$ cat src/rtl/fp_max_reduce_pkg.sv
`default_nettype none
// ============================================================================
// Module  : fp_max_reduce_pkg
// Purpose : Shared constants and state encoding for the FP max-reduction
//           block that feeds the softmax max-subtract stage.
//           - Default FP format (fp16: 1 sign, 5 exponent, 10 mantissa bits)
//           - Negative-infinity constant used as the reduction identity
//           - Controller state encoding (IDLE / ACCUM / DONE)
// Ports   : none (package)
// Rev     : 1.0  initial release
// ============================================================================
package fp_max_reduce_pkg;

  // Default floating-point format
  localparam int C_DATAWIDTH       = 16;
  localparam int C_MANTISSA        = 10;
  localparam int C_EXPONENT        = 5;
  localparam int C_IEEE_COMPLIANCE = 0;
  localparam int C_LEN_W           = 8;

  // -inf in the default format: sign set, exponent all ones, mantissa zero.
  // It is the identity for max(), so it seeds the accumulator.
  localparam logic [C_DATAWIDTH-1:0] C_FP_NEG_INF =
    {1'b1, {C_EXPONENT{1'b1}}, {C_MANTISSA{1'b0}}};

  // Controller states
  typedef enum logic [1:0] {
    ST_IDLE  = 2'd0,
    ST_ACCUM = 2'd1,
    ST_DONE  = 2'd2
  } state_e;

endpackage : fp_max_reduce_pkg
`default_nettype wire

$ cat src/rtl/fp_max_reduce_fp_max2.sv
`default_nettype none
// ============================================================================
// Module  : fp_max2
// Purpose : Combinational two-operand floating-point maximum. Returns the
//           larger of a_i and b_i; on a tie (including +0 vs -0) returns a_i,
//           so the caller decides tie priority by operand order.
//           With IEEE_COMPLIANCE != 0 a NaN operand loses to a non-NaN one;
//           with IEEE_COMPLIANCE == 0 operands are ordered purely by their
//           sign-magnitude encoding (NaN / denormal treated as plain codes).
// Ports   : a_i   in  DATAWIDTH  first operand (wins ties)
//           b_i   in  DATAWIDTH  second operand
//           max_o out DATAWIDTH  larger operand
// Rev     : 1.0  initial release
// ============================================================================
module fp_max2
  import fp_max_reduce_pkg::*;
#(
  parameter int DATAWIDTH       = C_DATAWIDTH,
  parameter int MANTISSA        = C_MANTISSA,
  parameter int EXPONENT        = C_EXPONENT,
  parameter int IEEE_COMPLIANCE = C_IEEE_COMPLIANCE
) (
  input  logic [DATAWIDTH-1:0] a_i,
  input  logic [DATAWIDTH-1:0] b_i,
  output logic [DATAWIDTH-1:0] max_o
);

  // Field split
  logic                w_a_sign;
  logic                w_b_sign;
  logic [EXPONENT-1:0] w_a_exp;
  logic [EXPONENT-1:0] w_b_exp;
  logic [MANTISSA-1:0] w_a_man;
  logic [MANTISSA-1:0] w_b_man;
  logic [DATAWIDTH-2:0] w_a_mag;
  logic [DATAWIDTH-2:0] w_b_mag;
  logic                w_a_zero;
  logic                w_b_zero;
  logic                w_b_gt_a;   // strict: b_i > a_i
  logic                w_sel_b;

  assign w_a_sign = a_i[DATAWIDTH-1];
  assign w_b_sign = b_i[DATAWIDTH-1];
  assign w_a_exp  = a_i[DATAWIDTH-2 -: EXPONENT];
  assign w_b_exp  = b_i[DATAWIDTH-2 -: EXPONENT];
  assign w_a_man  = a_i[MANTISSA-1:0];
  assign w_b_man  = b_i[MANTISSA-1:0];
  assign w_a_mag  = {w_a_exp, w_a_man};
  assign w_b_mag  = {w_b_exp, w_b_man};
  assign w_a_zero = (w_a_mag == '0);
  assign w_b_zero = (w_b_mag == '0);

  // Sign-magnitude ordering. Exponent sits above mantissa, so for operands
  // of equal sign the magnitude field compares as an unsigned integer; for
  // negatives the order is reversed. +0 and -0 compare equal.
  always_comb begin
    w_b_gt_a = 1'b0;
    if (w_a_zero && w_b_zero) begin
      w_b_gt_a = 1'b0;
    end else if (w_a_sign != w_b_sign) begin
      w_b_gt_a = w_a_sign;          // b is the non-negative one
    end else if (!w_a_sign) begin
      w_b_gt_a = (w_b_mag > w_a_mag);
    end else begin
      w_b_gt_a = (w_b_mag < w_a_mag);
    end
  end

  generate
    if (IEEE_COMPLIANCE != 0) begin : g_ieee
      logic w_a_nan;
      logic w_b_nan;
      assign w_a_nan = (&w_a_exp) && (w_a_man != '0);
      assign w_b_nan = (&w_b_exp) && (w_b_man != '0);
      // A NaN never wins against a number; two NaNs keep a_i.
      assign w_sel_b = (w_a_nan && !w_b_nan) ||
                       (!w_a_nan && !w_b_nan && w_b_gt_a);
    end else begin : g_raw
      assign w_sel_b = w_b_gt_a;
    end
  endgenerate

  assign max_o = w_sel_b ? b_i : a_i;

endmodule : fp_max2
`default_nettype wire

$ cat src/rtl/fp_max_reduce.sv
`default_nettype none
// ============================================================================
// Module  : fp_max_reduce
// Purpose : Streams a vector two FP lanes per cycle and reduces it to its
//           maximum, then holds the result on max_out (with max_valid) for
//           the softmax subtract stage until that stage acknowledges it.
// Ports   : clk        in   1          clock, rising edge
//           reset      in   1          synchronous, active-high
//           start      in   1          begin a reduction (IDLE only)
//           num_pairs  in   LEN_W      lane pairs in the vector
//           in_valid   in   1          a_inp0/a_inp1 valid
//           in_ready   out  1          pair accepted when in_valid & in_ready
//           a_inp0     in   DATAWIDTH  lane 0 value
//           a_inp1     in   DATAWIDTH  lane 1 value
//           max_out    out  DATAWIDTH  reduced maximum (stable while valid)
//           max_valid  out  1          max_out is final
//           max_ack    in   1          consumer releases the result
//           busy       out  1          high in ACCUM or DONE
// Rev     : 1.0  initial release
// ============================================================================
module fp_max_reduce
  import fp_max_reduce_pkg::*;
#(
  parameter int DATAWIDTH       = C_DATAWIDTH,
  parameter int MANTISSA        = C_MANTISSA,
  parameter int EXPONENT        = C_EXPONENT,
  parameter int IEEE_COMPLIANCE = C_IEEE_COMPLIANCE,
  parameter int LEN_W           = C_LEN_W
) (
  input  logic                 clk,
  input  logic                 reset,
  input  logic                 start,
  input  logic [LEN_W-1:0]     num_pairs,
  input  logic                 in_valid,
  output logic                 in_ready,
  input  logic [DATAWIDTH-1:0] a_inp0,
  input  logic [DATAWIDTH-1:0] a_inp1,
  output logic [DATAWIDTH-1:0] max_out,
  output logic                 max_valid,
  input  logic                 max_ack,
  output logic                 busy
);

  localparam logic [DATAWIDTH-1:0] C_NEG_INF =
    {1'b1, {EXPONENT{1'b1}}, {MANTISSA{1'b0}}};
  localparam logic [LEN_W-1:0] C_CNT_ONE = LEN_W'(1);

  // --------------------------------------------------------------------------
  // State
  // --------------------------------------------------------------------------
  state_e               state_q;
  logic [LEN_W-1:0]     cnt_q;        // pairs still to be accepted
  logic [DATAWIDTH-1:0] acc_q;        // running maximum, also max_out
  logic                 in_ready_q;
  logic                 max_valid_q;
  logic                 busy_q;

  // --------------------------------------------------------------------------
  // Datapath: max(acc, max(lane0, lane1)). Operand order sets tie priority:
  // lane 0 beats lane 1, and the accumulator beats the new pair.
  // --------------------------------------------------------------------------
  logic [DATAWIDTH-1:0] w_lane_max;
  logic [DATAWIDTH-1:0] acc_d;
  logic                 w_xfer;

  fp_max2 #(
    .DATAWIDTH      (DATAWIDTH),
    .MANTISSA       (MANTISSA),
    .EXPONENT       (EXPONENT),
    .IEEE_COMPLIANCE(IEEE_COMPLIANCE)
  ) u_max_lane (
    .a_i  (a_inp0),
    .b_i  (a_inp1),
    .max_o(w_lane_max)
  );

  fp_max2 #(
    .DATAWIDTH      (DATAWIDTH),
    .MANTISSA       (MANTISSA),
    .EXPONENT       (EXPONENT),
    .IEEE_COMPLIANCE(IEEE_COMPLIANCE)
  ) u_max_acc (
    .a_i  (acc_q),
    .b_i  (w_lane_max),
    .max_o(acc_d)
  );

  // in_ready_q is high exactly while in ACCUM, so this is the transfer.
  assign w_xfer = in_valid && in_ready_q;

  // --------------------------------------------------------------------------
  // Controller. Outputs are registered alongside the state so they change
  // only on clock edges. The accumulator doubles as max_out; it is written
  // only in IDLE (on start) and on transfers, so it is frozen in DONE.
  // --------------------------------------------------------------------------
  always_ff @(posedge clk) begin
    if (reset) begin
      state_q     <= ST_IDLE;
      cnt_q       <= '0;
      acc_q       <= C_NEG_INF;
      in_ready_q  <= 1'b0;
      max_valid_q <= 1'b0;
      busy_q      <= 1'b0;
    end else begin
      case (state_q)
        ST_IDLE: begin
          if (start) begin
            acc_q  <= C_NEG_INF;
            busy_q <= 1'b1;
            if (num_pairs != '0) begin
              cnt_q      <= num_pairs;
              in_ready_q <= 1'b1;
              state_q    <= ST_ACCUM;
            end else begin
              // Empty vector: result is the identity, available next cycle.
              cnt_q       <= '0;
              max_valid_q <= 1'b1;
              state_q     <= ST_DONE;
            end
          end
        end

        ST_ACCUM: begin
          if (w_xfer) begin
            acc_q <= acc_d;
            cnt_q <= cnt_q - C_CNT_ONE;
            if (cnt_q == C_CNT_ONE) begin
              in_ready_q  <= 1'b0;
              max_valid_q <= 1'b1;
              state_q     <= ST_DONE;
            end
          end
        end

        ST_DONE: begin
          // start is ignored here, even when it coincides with max_ack.
          if (max_ack) begin
            max_valid_q <= 1'b0;
            busy_q      <= 1'b0;
            state_q     <= ST_IDLE;
          end
        end

        default: begin
          state_q     <= ST_IDLE;
          cnt_q       <= '0;
          in_ready_q  <= 1'b0;
          max_valid_q <= 1'b0;
          busy_q      <= 1'b0;
        end
      endcase
    end
  end

  assign in_ready  = in_ready_q;
  assign max_out   = acc_q;
  assign max_valid = max_valid_q;
  assign busy      = busy_q;

endmodule : fp_max_reduce
`default_nettype wire

$ cat config.mk
export PLATFORM = sky130hd
export DESIGN_NAME = fp_max_reduce
export DESIGN_NICKNAME = d
export VERILOG_FILES = /design/src/rtl/fp_max_reduce_pkg.sv /design/src/rtl/fp_max_reduce_fp_max2.sv /design/src/rtl/fp_max_reduce.sv
export SDC_FILE = /design/constraint.sdc
export NUM_CORES = 1
export LEC_CHECK = 0
export CAP_MARGIN = 20
export CORE_ASPECT_RATIO = 1.1
export CORE_MARGIN = 3
export CORE_UTILIZATION = 54
export CTS_CLUSTER_SIZE = 20
export DETAILED_ROUTE_END_ITERATION = 10
export PLACE_DENSITY = 0.87
export SYNTH_ARGS = -nofsm -noshare
export SYNTH_HDL_FRONTEND = slang
export SYNTH_SLANG_ARGS = --single-unit
$ cat constraint.sdc
create_clock -name clk -period 7.3 [get_ports clk]
set_input_delay 0.73 -clock clk [delete_from_list [all_inputs] [get_ports clk]]
set_output_delay 0.73 -clock clk [all_outputs]
set_load 0.02 [all_outputs]
After elaboration in Yosys (flattened, before gate mapping)
Cells that the tools add are included.

storage, ports and cells
  register bits after elaboration = 29
  bits of input ports = 45
  output and inout bits = 19
  word-level logic and storage cells = 75

cells by class
  add/sub/neg operators = 1
  magnitude comparators = 4
  eq/ne operators = 12
  multiplexer cells = 34
  bitwise operators = 2
  reductions and logical operators = 16

operator list
  operator                                                             count
  16-bit two-way mux                                                   4
  15-bit logical NOT                                                   4
  16-bit one-hot mux with 2 select lines                               1
  15-bit > comparator                                                  2
  15-bit < comparator                                                  2
  8-bit two-way mux                                                    3
  8-bit one-hot mux with 3 select lines                                1
  1-bit two-way mux                                                    16
  2-bit != test (second input constant)                                6
  2-bit two-way mux                                                    5
  5-bit AND reduction                                                  2
  1-bit one-hot mux with 3 select lines                                3
  8-bit by 1-bit == test with 1-bit output (second input constant)     1
  4-bit AND reduction                                                  2
  8-bit nonzero test                                                   1
  8-bit by 1-bit subtractor with 8-bit output (second input constant)  1
  2-bit one-hot mux with 3 select lines                                1
  3-bit AND reduction                                                  2
  1-bit logical AND                                                    3
  2-bit by 1-bit == test with 1-bit output (second input constant)     1
  2-bit == test (second input constant)                                1
  2-bit logical NOT                                                    1
  1-bit != test                                                        2
  2-bit by 1-bit != test with 1-bit output (second input constant)     1
  other kinds (2)                                                      3

Logic depth before layout (Yosys ltp)
  depth after elaboration = 12
  mapped depth = 18
  gate-level depth less buffers = 16

By module
A second synthesis with hierarchy kept.

second synthesis, totals
  cells, all modules = 324
  area, all modules = 2727.6 um2

by module, submodules not included
  module         times used  cells an instance  area each (um2)  seq. area each (um2)
  fp_max2        2           83                 688.2            0.0
  fp_max_reduce  1           158                1351.3           580.6

Worst setup path before layout
OpenSTA, ideal clock, no wires.

  kind = input-to-reg
  start point = input port a_inp0[10]
  end point = register acc_q[1] (netlist: max_out[1])
  setup time = 0.117 ns
  data arrival time = 4.663 ns
  required time = 7.183 ns
  slack = 2.519 ns
  stages = 18
  path buffers = 2
  cells stage by stage = inv_1 > ha_1 > a21oi_1 > o21ai_0 > a221oi_1 > a211oi_1 > a21oi_2 > buf_2 > mux2_2 > ha_1 > nand4_1 > or3_1 > a221oi_2 > o311ai_0 > a31o_4 > and2_4 > buf_6 > a32o_1

on the way
  longest elaborated chain between the ends = 11
  elaborated cells on any way between the ends = 21
  classes of those cells = 4 x order compare; 2 x eq/ne; 10 x mux; 5 x reduce/logical

ends and longest elaborated chain
  what                                                        line                                                      text
  start, declared                                             fp_max_reduce.sv:36                                       input logic [DATAWIDTH-1:0] a_inp0,
  15-bit > comparator or 15-bit < comparator (tied branches)  fp_max_reduce_fp_max2.sv:63, fp_max_reduce_fp_max2.sv:65
  1-bit two-way mux                                           fp_max_reduce_fp_max2.sv:62                               end else if (!w_a_sign) begin
  1-bit two-way mux                                           fp_max_reduce_fp_max2.sv:60                               end else if (w_a_sign != w_b_sign) begin
  1-bit two-way mux                                           fp_max_reduce_fp_max2.sv:58                               if (w_a_zero && w_b_zero) begin
  16-bit two-way mux (*)                                      fp_max_reduce_fp_max2.sv:83                               assign max_o = w_sel_b ? b_i : a_i;
  15-bit > comparator or 15-bit < comparator (tied branches)  fp_max_reduce_fp_max2.sv:63, fp_max_reduce_fp_max2.sv:65
  1-bit two-way mux                                           fp_max_reduce_fp_max2.sv:62
  1-bit two-way mux                                           fp_max_reduce_fp_max2.sv:60
  1-bit two-way mux                                           fp_max_reduce_fp_max2.sv:58
  2-bit by 1-bit != test with 1-bit output (no line)          n/a
  4-bit AND reduction (no line)                               n/a
  end signal, assigned                                        fp_max_reduce.sv:100                                      acc_q <= C_NEG_INF;
  end signal, assigned                                        fp_max_reduce.sv:108                                      acc_q <= C_NEG_INF;
  end signal, assigned                                        fp_max_reduce.sv:125                                      acc_q <= acc_d;
  end, declared                                               fp_max_reduce.sv:53                                       logic [DATAWIDTH-1:0] acc_q;

Every way passes the cells marked *; elsewhere a longest branch is shown, timed or not. The select of a mux whose other input is x is not followed.
A chain may end at the register's enable or synchronous reset.

Final worst setup path
  start point = input port a_inp0[10]
  end point = register acc_q[10] (netlist: max_out[10])

The elaborated chain is that of the path after synthesis.

==> results by stage <==
Run status:
- The run finished with clean final reports.

Power and ir drop:
- The share of total power dissipated in the clock network is 24.0%.
- Of the total power, combinational logic draws between 40% and 50%.
- The net switching component of the power is approximately 0.19 mW.
- The part of the total power dissipated in sequential elements is roughly 36%.
- The cell-internal power is approximately 0.35 mW.
- Across the VDD grid, the largest voltage drop is about 0.13 mV.
- In this run the power density over the cells is 168 mW/mm^2.
- In this run switching power makes up 35.2% of total power.
- The standby leakage power is between 1 and 1.5 nW.

Clock tree:
- The number of sinks driven by the clock tree is 29.
- The root buffer selected by CTS is clkbuf_8.
- Once the clock tree was built, the resizer swapped 0 gates to a different size.
- No sink is reached through more buffers than the 2 on the longest clock path.
- For the worst-skew pair, the clock arrives at the later sink with an insertion delay of around 270 ps.
- The number of buffers added for setup after CTS is 0.
- The total CTS buffers is 5.
- TritonCTS built the clock tree.
- The number of H-tree levels is 2.
- Buffers inserted to repair hold after CTS numbered 0.
- The register clock-pin slew on the reported worst setup and hold paths is 60 ps.

STA:
- Setup repair after global routing left no endpoint under its margin.
- The number of slew-limit violations in the final report was 0.
- The relative slew slack is 41.3%.
- The setup violation total in the final timing report is 0.
- The sum of negative setup slack is 0 ps.
- Hold timing on the final database bottoms out at a slack of approximately 480 ps.
- The post-route minimum period is between 5000 and 6000 ps.
- At the pin with the least slew margin, the transition time is 880 ps.
- The number of hold-slack violations in the final timing report is 0.
- The maximum achievable frequency is ~170 MHz.
- After layout, the worst path uses between 80 and 90% of the clock period.
- The clock arrives with about 5.7 ps of skew.

Place:
- The final RePlAce weighted congestion is about 0.9.
- The final HPWL from detailed placement is between 5000 and 6000 um.
- In this run the tool buffered the top-level ports with 63 buffer cells.

Synth:
- Counting flops with a built-in enable in the synthesized netlist gives 0.
- The net count of the mapped netlist is between 300 and 400.
- The leading cell type by number of instances after synthesis is inv_1.
- By count the netlist is led by inv_1, ha_1, dfxtp_1, a21oi_1, nor2_1.
- The cell type contributing the most total cell area after synthesis is dfxtp_1.
- The unique cell type count in the Yosys netlist is 53.
- Ranked by total cell area, the synthesized netlist is headed by dfxtp_1, ha_1, mux2_2.
- After synthesis, the largest area contributor takes up between 20% and 30% of total cell area.
- The synthesis warning total is 0.
- The sequential area share after synthesis is approximately 23%.
- For this run, the leading register cell type out of synthesis is dfxtp_1.
- The average instance in the mapped netlist occupies around 8.2 um^2.
- Counting flops with an async set or reset pin after synthesis yields a share of 0%.
- In this run the cell area of the synthesized design comes to around 0.0025 mm^2.
- The cell count after synthesis is 308.
- The number of storage elements in the synthesis netlist is 29.

Drt:
- The detailed-route vias per instance is roughly 6.3.
- In this run the remaining antenna-violating nets after routing total 0.
- The detailed router finished its first iteration with between 150 and 200 violations.
- The total vias in the final route is ~2600.
- After detailed routing, the average wire length per cell comes to 16.8 um.
- The first detailed-routing pass ran for 5 iterations.
- The final wirelength is between 7000 and 8000 um.
- The count of unresolved DRC violations after routing is 0.

Floorplanning:
- The die covers approximately 0.0055 mm^2.
- The width of the die is 71.1 um.
- The area of the core region is 0.00441 mm^2.
- The count of standard-cell rows is 25.
- The initial cell density of the core is a little under three fifths.
- In this run the count of I/O pins placed on the die edge is 64.
- From bottom edge to top edge, the die measures 77.6 um.

Critical path:
- The critical path crosses 17 cells after its start point.
- The signal on the critical path passes through clkdlybuf4s50_1, inv_1, ha_1, a21oi_1, o21ai_0, a221oi_1, a211oi_1, a21oi_2, mux2_2, ha_1, a21o_1, a2111oi_4, a221oi_2, or4_4, a31o_4, a21oi_4, a2bb2oi_1.
- The critical path is of the in -> reg type.
- The timing endpoint of the critical path is max_out[10]$_SDFFE_PP1P_.
- The endpoint class of the critical path is a register.
- The worst register-to-register path ends at max_out[10]$_SDFFE_PP1P_.
- The worst reg2reg path startpoint is max_out[3]$_SDFFE_PP0P_.
- The number of cells traversed by the worst register-to-register path is 9.
- Data on the critical path arrives at its endpoint at approximately 6000 ps.
- The critical path starts at a_inp0[10].
- The register-to-register setup slack is around 4400 ps.
- The master of the slowest instance on the critical path is a21oi_2.
- Among the stages of the critical path, the cell type that occurs most often is ha_1.
- For this run, the slowest stage of the critical path takes 680 ps.
- Counting both buffers and inverters, the worst setup path holds a total of 2.
- The kind of cell adding the most delay to the critical path is compound AO/OA/AOI/OAI gates.
- The category of the worst setup path launch point is a primary input.
- Of all nets on the critical path, the largest fanout is 15.
- The worst endpoint required time is around 7400 ps.

Hold path:
- The worst hold-check path type is reg -> reg.

GRT:
- The first-pass GRT wire length is between 10000 and 15000 um.
- The number of global-route vias before repair is about 2500.
- The remaining global-route overflow is 0.
- The largest net degree at the start of global routing is 29.
- The number of antenna violations at the first check in global routing was 0.
- The overall fraction of global-route tracks in use is between 20% and 30%.

Cells and area:
- The count of fill cells added during filler insertion is between 300 and 400.
- The synthesis-to-finish area growth is 29.0%.
- The post-layout utilization of the core is between 70% and 80%.
- The number of diodes is 0.
- The final layout net count is 445.
- Cells with a size suffix above 1 make up under 10% of the layout.

Flow run:
- The tool flagged a number of max-cap violations equal to 0.
-- cell families after synthesis --
family                   after synthesis  synth area share [%]
AND/OR/NAND/NOR                       95                  19.8
flip-flops                            29                  23.0
buffers and inverters                 49                  7.94
XOR/XNOR                               3                  1.04
AO/OA/AOI/OAI                         84                  25.2
adder cells (fa/ha/maj)               32                  15.9
multiplexers                          16                  7.10
-- tightest hold or removal path: stages (launching register included) --
cell and delay (ps):
dfxtp_1 310, o21ai_0 70, a21oi_1 60
-- state kept, by name, indices dropped and copies added (netlist names) --
signal and flops:
busy 1, cnt_q 8, in_ready 1, max_out 16, max_valid 1, state_q 2
-- final cells by class --
class                      count  area [um^2]  share of cell area [%]
multi-input combinational    230         1740                    53.5
sequential                    29          581                    17.9
clock buffer                   7         86.3                    2.66
timing repair buffer          63          631                    19.4
inverter                      39          146                    4.50
tap                           54         67.6                    2.08
-- per-layer routing --
metal	track usage, %	part of all wire [%]	vias up
met5	0	0	-
met4	10.2	3.5	0
met3	4.40	6.8	23
met2	46.2	49	117
met1	30.3	41	1230
li1	-	-	1270
-- metrics by stage --
stage	area, um^2	cells	setup slack, ps	power [mW]
finish	3250	422	1450	0.545
CTS	3250	422	1480	0.545
global placement	3160	415	1400	0.407
floorplan	2520	308	2520	0.340
global route	3250	422	1140	0.580
detailed placement	3160	415	1200	0.414
-- power by group through the flow --
stage | Clock [mW] | Sequential [mW] | Combinational [mW]
2_1_floorplan | 0 | 0.195 | 0.144
3_3_place_gp | 0 | 0.197 | 0.210
3_5_place_dp | 0 | 0.197 | 0.217
4_1_cts | 0.132 | 0.194 | 0.219
5_1_grt | 0.140 | 0.197 | 0.242
6_report | 0.131 | 0.195 | 0.220
-- layout by cell type (no fill, tap or decap), types with 2 or more instances in the layout --
cell type / count
a211oi_1: 5
nor2_1: 27
o21ai_0: 11
a22oi_1: 5
nor2b_1: 3
nor3_1: 9
a21o_1: 2
nand4_1: 7
dfxtp_1: 29
nor3b_1: 2
and3_1: 5
o31ai_1: 3
nand2_1: 12
inv_1: 39
a2bb2oi_1: 5
a2111oi_4: 2
ha_1: 32
xnor2_1: 3
nand3_1: 6
nor4_1: 14
a32o_1: 9
a21oi_1: 27
mux2_2: 15
clkdlybuf4s50_1: 63
clkbuf_8: 6
-- how the worst min path moves through the flow --
stage | cells past startpoint | start | end
after detailed placement | 2 | cnt_q[4]$_SDFFE_PP0P_ | cnt_q[4]$_SDFFE_PP0P_
after global placement | 2 | cnt_q[7]$_SDFFE_PP0P_ | cnt_q[7]$_SDFFE_PP0P_
after CTS | 2 | cnt_q[7]$_SDFFE_PP0P_ | cnt_q[7]$_SDFFE_PP0P_
final | 2 | cnt_q[4]$_SDFFE_PP0P_ | cnt_q[4]$_SDFFE_PP0P_
after global routing | 2 | cnt_q[4]$_SDFFE_PP0P_ | cnt_q[4]$_SDFFE_PP0P_
after floorplan | 2 | cnt_q[4]$_SDFFE_PP0P_ | cnt_q[4]$_SDFFE_PP0P_
Note: power is estimated with default switching activity, not from simulation.
==> RTL change 1, RTL diff (same settings) <==
`C_LEN_W`: 8 -> 16.
--- a/src/rtl/fp_max_reduce_pkg.sv
+++ b/src/rtl/fp_max_reduce_pkg.sv
@@ -18,3 +18,3 @@
   localparam int C_IEEE_COMPLIANCE = 0;
-  localparam int C_LEN_W           = 8;
+  localparam int C_LEN_W           = 16;
 
Ports: changed (resized num_pairs); port bits go from 64 to 72. The function was not compared with the original's and may differ.
==> RTL change 1 against the original RTL <==
- global-route usage rose by 0.43 points
- sequential share of layout area increased by 1.3 points
- setup slack better by 0.34 ns
- clock power increased by 8%
- total power is 30% higher
- sequential cell count increased by 8
- wire length increased by 22%
- area after synthesis increased by 21%
- clock skew is 0.00097 ns higher
- core utilization fell by 2.1 points
- design area rose by 19%
- combinational power increased by 46%
- largest power group unchanged
==> RTL change 1: results (changes against the original RTL) <==
| Metric | Value |
|---|---|
| Met3 routed WL | 453 um (-5.2%) |
| Ys Warns | 0 (unchanged) |
| Initial drt markers | 136 (-13%) |
| Tightest Hold Check Type | reg -> reg |
| Post-CTS Setup Repair Bufs | 0 (unchanged) |
| Synth top area cells | dfxtp_1, ha_1, o21ai_0 |
| Global router's overall resource usage | 0.2629 (+0.004306) |
| DR top layer | met4 |
| Clk_lat worst skew | 0.29 ns (+0.02 ns) |
| Lkg Pwr | 0.001546 uW (+16%) |
| Post-Place Worst Slack | 1.522 ns (+0.3210 ns) |
| Unique masters post-synth | 48 (-9.4%) |
| Largest net degree at the start of global routing | 44 (+52%) |
| Sequential element share of the synthesized area | 0.2439 (+0.01354) |
| Hold Crit Depth | 2 (unchanged) |
| Buffers on Ports | 71 (+13%) |
| Clock Path Buffers | 2 (unchanged) |
| Most frequent cells after synthesis | o21ai_0, nor2_1, dfxtp_1 |
| First-pass GRT wire length | 14.17 mm (+21%) |
| Skew final | 0.006628 ns (+0.0009722 ns) |
| Met3 usage | 0.04077 (-0.003269) |
| Vias in the first global route | 3185 (+25%) |
| Gpl congestion | 0.9256 (+2.3%) |
| CTS Buf Count | 5 (unchanged) |
| Post-synth net total | 484 (+26%) |
| Drt pass-1 iters | 4 (-1) |
| Cells after DPL | 528 (+27%) |
| Slowest CP cell | o32a_1 |
| Share of post-route cells with drive strength above 1 | 0.05423 (-0.02457) |
| H-tree levels | 2 (unchanged) |
| Resized Gates After CTS | 0 (unchanged) |
| Status | finished clean |
| Met2 Resource Use GR | 0.4847 (+0.02272) |
| Crit path largest cell delay | 0.59 ns (-0.09 ns) |
| Max-slew headroom | 0.3359 (-0.07718) |
| Routed vias | 3258 (+23%) |
| Post-synth ARST share | 0 (unchanged) |
| Post-synthesis area per instance | 7.611 um2 (-7.0%) |
| Final nets | 545 (+22%) |
| Routed vias/inst | 6.078 (-2.8%) |
| Routed WL | 8.615 mm (+22%) |
| Crit path max fanout | 26 (+11) |
| DR WL met2 | 4.336 mm (+24%) |
| Cells on worst reg2reg path | 9 (unchanged) |
| M1 GR Usage | 0.3015 (-0.001243) |
| Worst VDD drop | 0.0001633 V (+24%) |
| Inserted Diodes | 0 (unchanged) |
| Met1 WL | 3.606 mm (+26%) |
| CP Data Arrival Time | 5.69 ns (-0.31 ns) |
| DP Wirelength | 6.767 mm (+20%) |
RTL change 1: through the flow:
| step | instance area (um2) | hold slack, ns |
|---|---|---|
| 2_1_floorplan | 3037 | 0.4784 |
| 3_3_place_gp | 3760 | 0.4652 |
| 3_5_place_dp | 3782 | 0.4725 |
| 4_1_cts | 3865 | 0.4823 |
| 5_1_grt | 3865 | 0.5052 |
| 6_report | 3865 | 0.4807 |
RTL change 1: power breakdown:
part	total [uW]	leakage, uW	switching (uW)	internal, uW
Combinational	322	0.00120	178	145
Sequential	248	0.000302	25.4	222
Clock	141	0.0000450	74.3	66.2
Total	710	0.00155	277	433
RTL change 1: cells by family after synthesis:
logic type,Yosys count,share of synthesized area
xor gates and xnor gates,12,0.03461
DFF,37,0.2439
buffers and inverters,54,0.07252
muxes,11,0.03997
and+or+nand+nor,142,0.2505
AOI/OAI and AO/OA,111,0.2266
adders and majority gates,32,0.1318
RTL change 1: worst min-delay path, cell delays in order (launching register included):
cell,delay [ns]
dfxtp_1,0.31
inv_1,0.05
a221oi_1,0.07
RTL change 1: layout make-up:
| cell class | instances | area (um2) |
|---|---|---|
| clock inverter | 2 | 10.01 |
| inverter | 33 | 123.9 |
| tap | 75 | 93.84 |
| fill | 441 | 1530 |
| sequential | 37 | 740.7 |
| clock buffer | 6 | 72.57 |
| timing repair buffer | 75 | 748.2 |
| multi-input combinational | 308 | 2076 |
RTL change 1: final timing paths:
path	slack, ns	end	start
worst max-delay path	1.79	max_out[14]	a_inp0[13]
worst min-delay path	0.48	max_valid	max_valid
worst max register to register	4.34	max_out[14]	max_out[5]
worst min register to register	0.48	max_valid	max_valid
==> RTL change 2, RTL diff (config.mk and constraints unchanged) <==
Without the edit above. Encoding of `state_e`: now one-hot (3 bits for 3 states).
--- a/src/rtl/fp_max_reduce_pkg.sv
+++ b/src/rtl/fp_max_reduce_pkg.sv
@@ -26,6 +26,6 @@
   // Controller states
-  typedef enum logic [1:0] {
-    ST_IDLE  = 2'd0,
-    ST_ACCUM = 2'd1,
-    ST_DONE  = 2'd2
+  typedef enum logic [2:0] {
+    ST_IDLE  = 3'b001,
+    ST_ACCUM = 3'b010,
+    ST_DONE  = 3'b100
   } state_e;
Check against the original RTL: same outputs for any inputs over 10 cycles, from zero or initial values and one cycle with reset high; not proved beyond that.
==> RTL change 2 against the original RTL <==
- wire length increased by 13%
- final cell count is 11% higher
- sequential cell count is 1 higher
- non-clock buffer count unchanged
- area after synthesis rose by 8.7%
- setup slack better by 0.41 ns
- highest routed layer unchanged
- total power grew 38%
- design area grew 6.8%
==> RTL change 2: results (changes against the original RTL) <==
| Metric | Value |
|---|---|
| Finished Layout Cells | 470 (+11%) |
| Worst VDD drop | 0.0001870 V (+42%) |
| Max-slew headroom | 0.2639 (-0.1491) |
| Most frequent cells after synthesis | nor2_1, ha_1, inv_1 |
| Largest net degree at the start of global routing | 30 (+3.4%) |
| Area after DPL | 3381 um2 (+6.8%) |
| Global router's overall resource usage | 0.2817 (+0.02307) |
| DP Wirelength | 6.249 mm (+11%) |
| Lkg Pwr | 0.001461 uW (+9.5%) |
| Slowest CP cell | a21oi_1 |
| Routed vias/inst | 6.206 (-0.79%) |
| Synth top area cells | dfxtp_1, ha_1, nor2_1 |
| WL per Instance | 17.06 um (+1.7%) |
| Post-Place Worst Slack | 1.655 ns (+0.4536 ns) |
| First-pass GRT wire length | 13.14 mm (+12%) |
| Share of post-route cells with drive strength above 1 | 0.07971 (+0.0009058) |
| Clk_lat worst skew | 0.29 ns (+0.02 ns) |
| Initial drt markers | 219 (+39%) |
| Post-synthesis area per instance | 7.693 um2 (-6.0%) |
| CP Data Arrival Time | 5.62 ns (-0.38 ns) |
| Status | finished clean |
| Skew final | 0.002062 ns (-0.003594 ns) |
| Switching share of power | 0.4230 (+0.07112) |
| Vias in the first global route | 2771 (+8.8%) |
| Unique masters post-synth | 57 (+7.5%) |
| Fill count | 388 (+8.1%) |
| Post-synth net total | 433 (+12%) |
| Cells after DPL | 462 (+11%) |
| Xor and xnor area share after synthesis | 0 (-0.01043) |
| Synth Area in Compound Gates | 0.2494 (-0.002805) |
| Post-synth ARST share | 0 (unchanged) |
| Adder-cell area share of the yosys netlist | 0.1462 (-0.01270) |
| Final nets | 490 (+10%) |
| Crit path largest cell delay | 0.68 ns (about the same) |
| Mux share of post-synthesis cell area | 0.06670 (-0.004306) |
==> RTL change 2: cell types whose count changed after synthesis, sizes merged, moves of 4 or more <==
cell / unedited run / this run
o31a: 0 / 7
nand2: 12 / 30
o311ai: 1 / 7
nor2: 27 / 37
a2bb2oi: 5 / 0
o21ai: 12 / 24
a32o: 9 / 0
nand3: 6 / 12
clkbuf: 6 / 10
inv: 39 / 32
o21a: 1 / 5
==> RTL change 2: per-layer routing <==
layer | share of wire | routed length, um | global-route usage
met1 | 0.44 | 3524 | 0.3632
met2 | 0.48 | 3839 | 0.4495
met3 | 0.059 | 472 | 0.06633
met4 | 0.023 | 182 | 0.1051
met5 | 0 | 0 | 0
==> RTL change 2: power groups by stage <==
stage / Clock, uW / Combinational [uW] / Sequential, uW
2_1_floorplan: 0 / 273 / 228
3_3_place_gp: 0 / 361 / 229
3_5_place_dp: 0 / 372 / 231
4_1_cts: 145 / 375 / 229
5_1_grt: 153 / 426 / 235
6_report: 143 / 380 / 230
==> RTL change 2: critical path, delay by kind of cell <==
family          cells  cell delay (ns)
compound gates      5             1.63
simple gates        6             1.31
mux                 2             0.73
fa+ha+maj           2             0.62
buf+inv             2             0.57
==> RTL change 2: final timing paths <==
kind / depth (start not counted) / startpoint / end / slack [ns]
min: 1 / max_valid / max_valid / 0.47
min reg2reg: 1 / max_valid / max_valid / 0.47
max reg2reg: 9 / max_out[1] / max_out[9] / 4.54
max: 17 / a_inp0[14] / max_out[4] / 1.86
==> RTL change 2: layout make-up <==
type,instances,area [um2],area share
Inverter,32,120.1,0.03459
Clock buffer,7,86.33,0.02486
Timing Repair Buffer,63,630.6,0.1816
Clock inverter,1,5.005,0.001441
Sequential cell,30,600.6,0.1730
Multi-Input combinational cell,281,1959,0.5643
Tap cell,56,70.07,0.02018
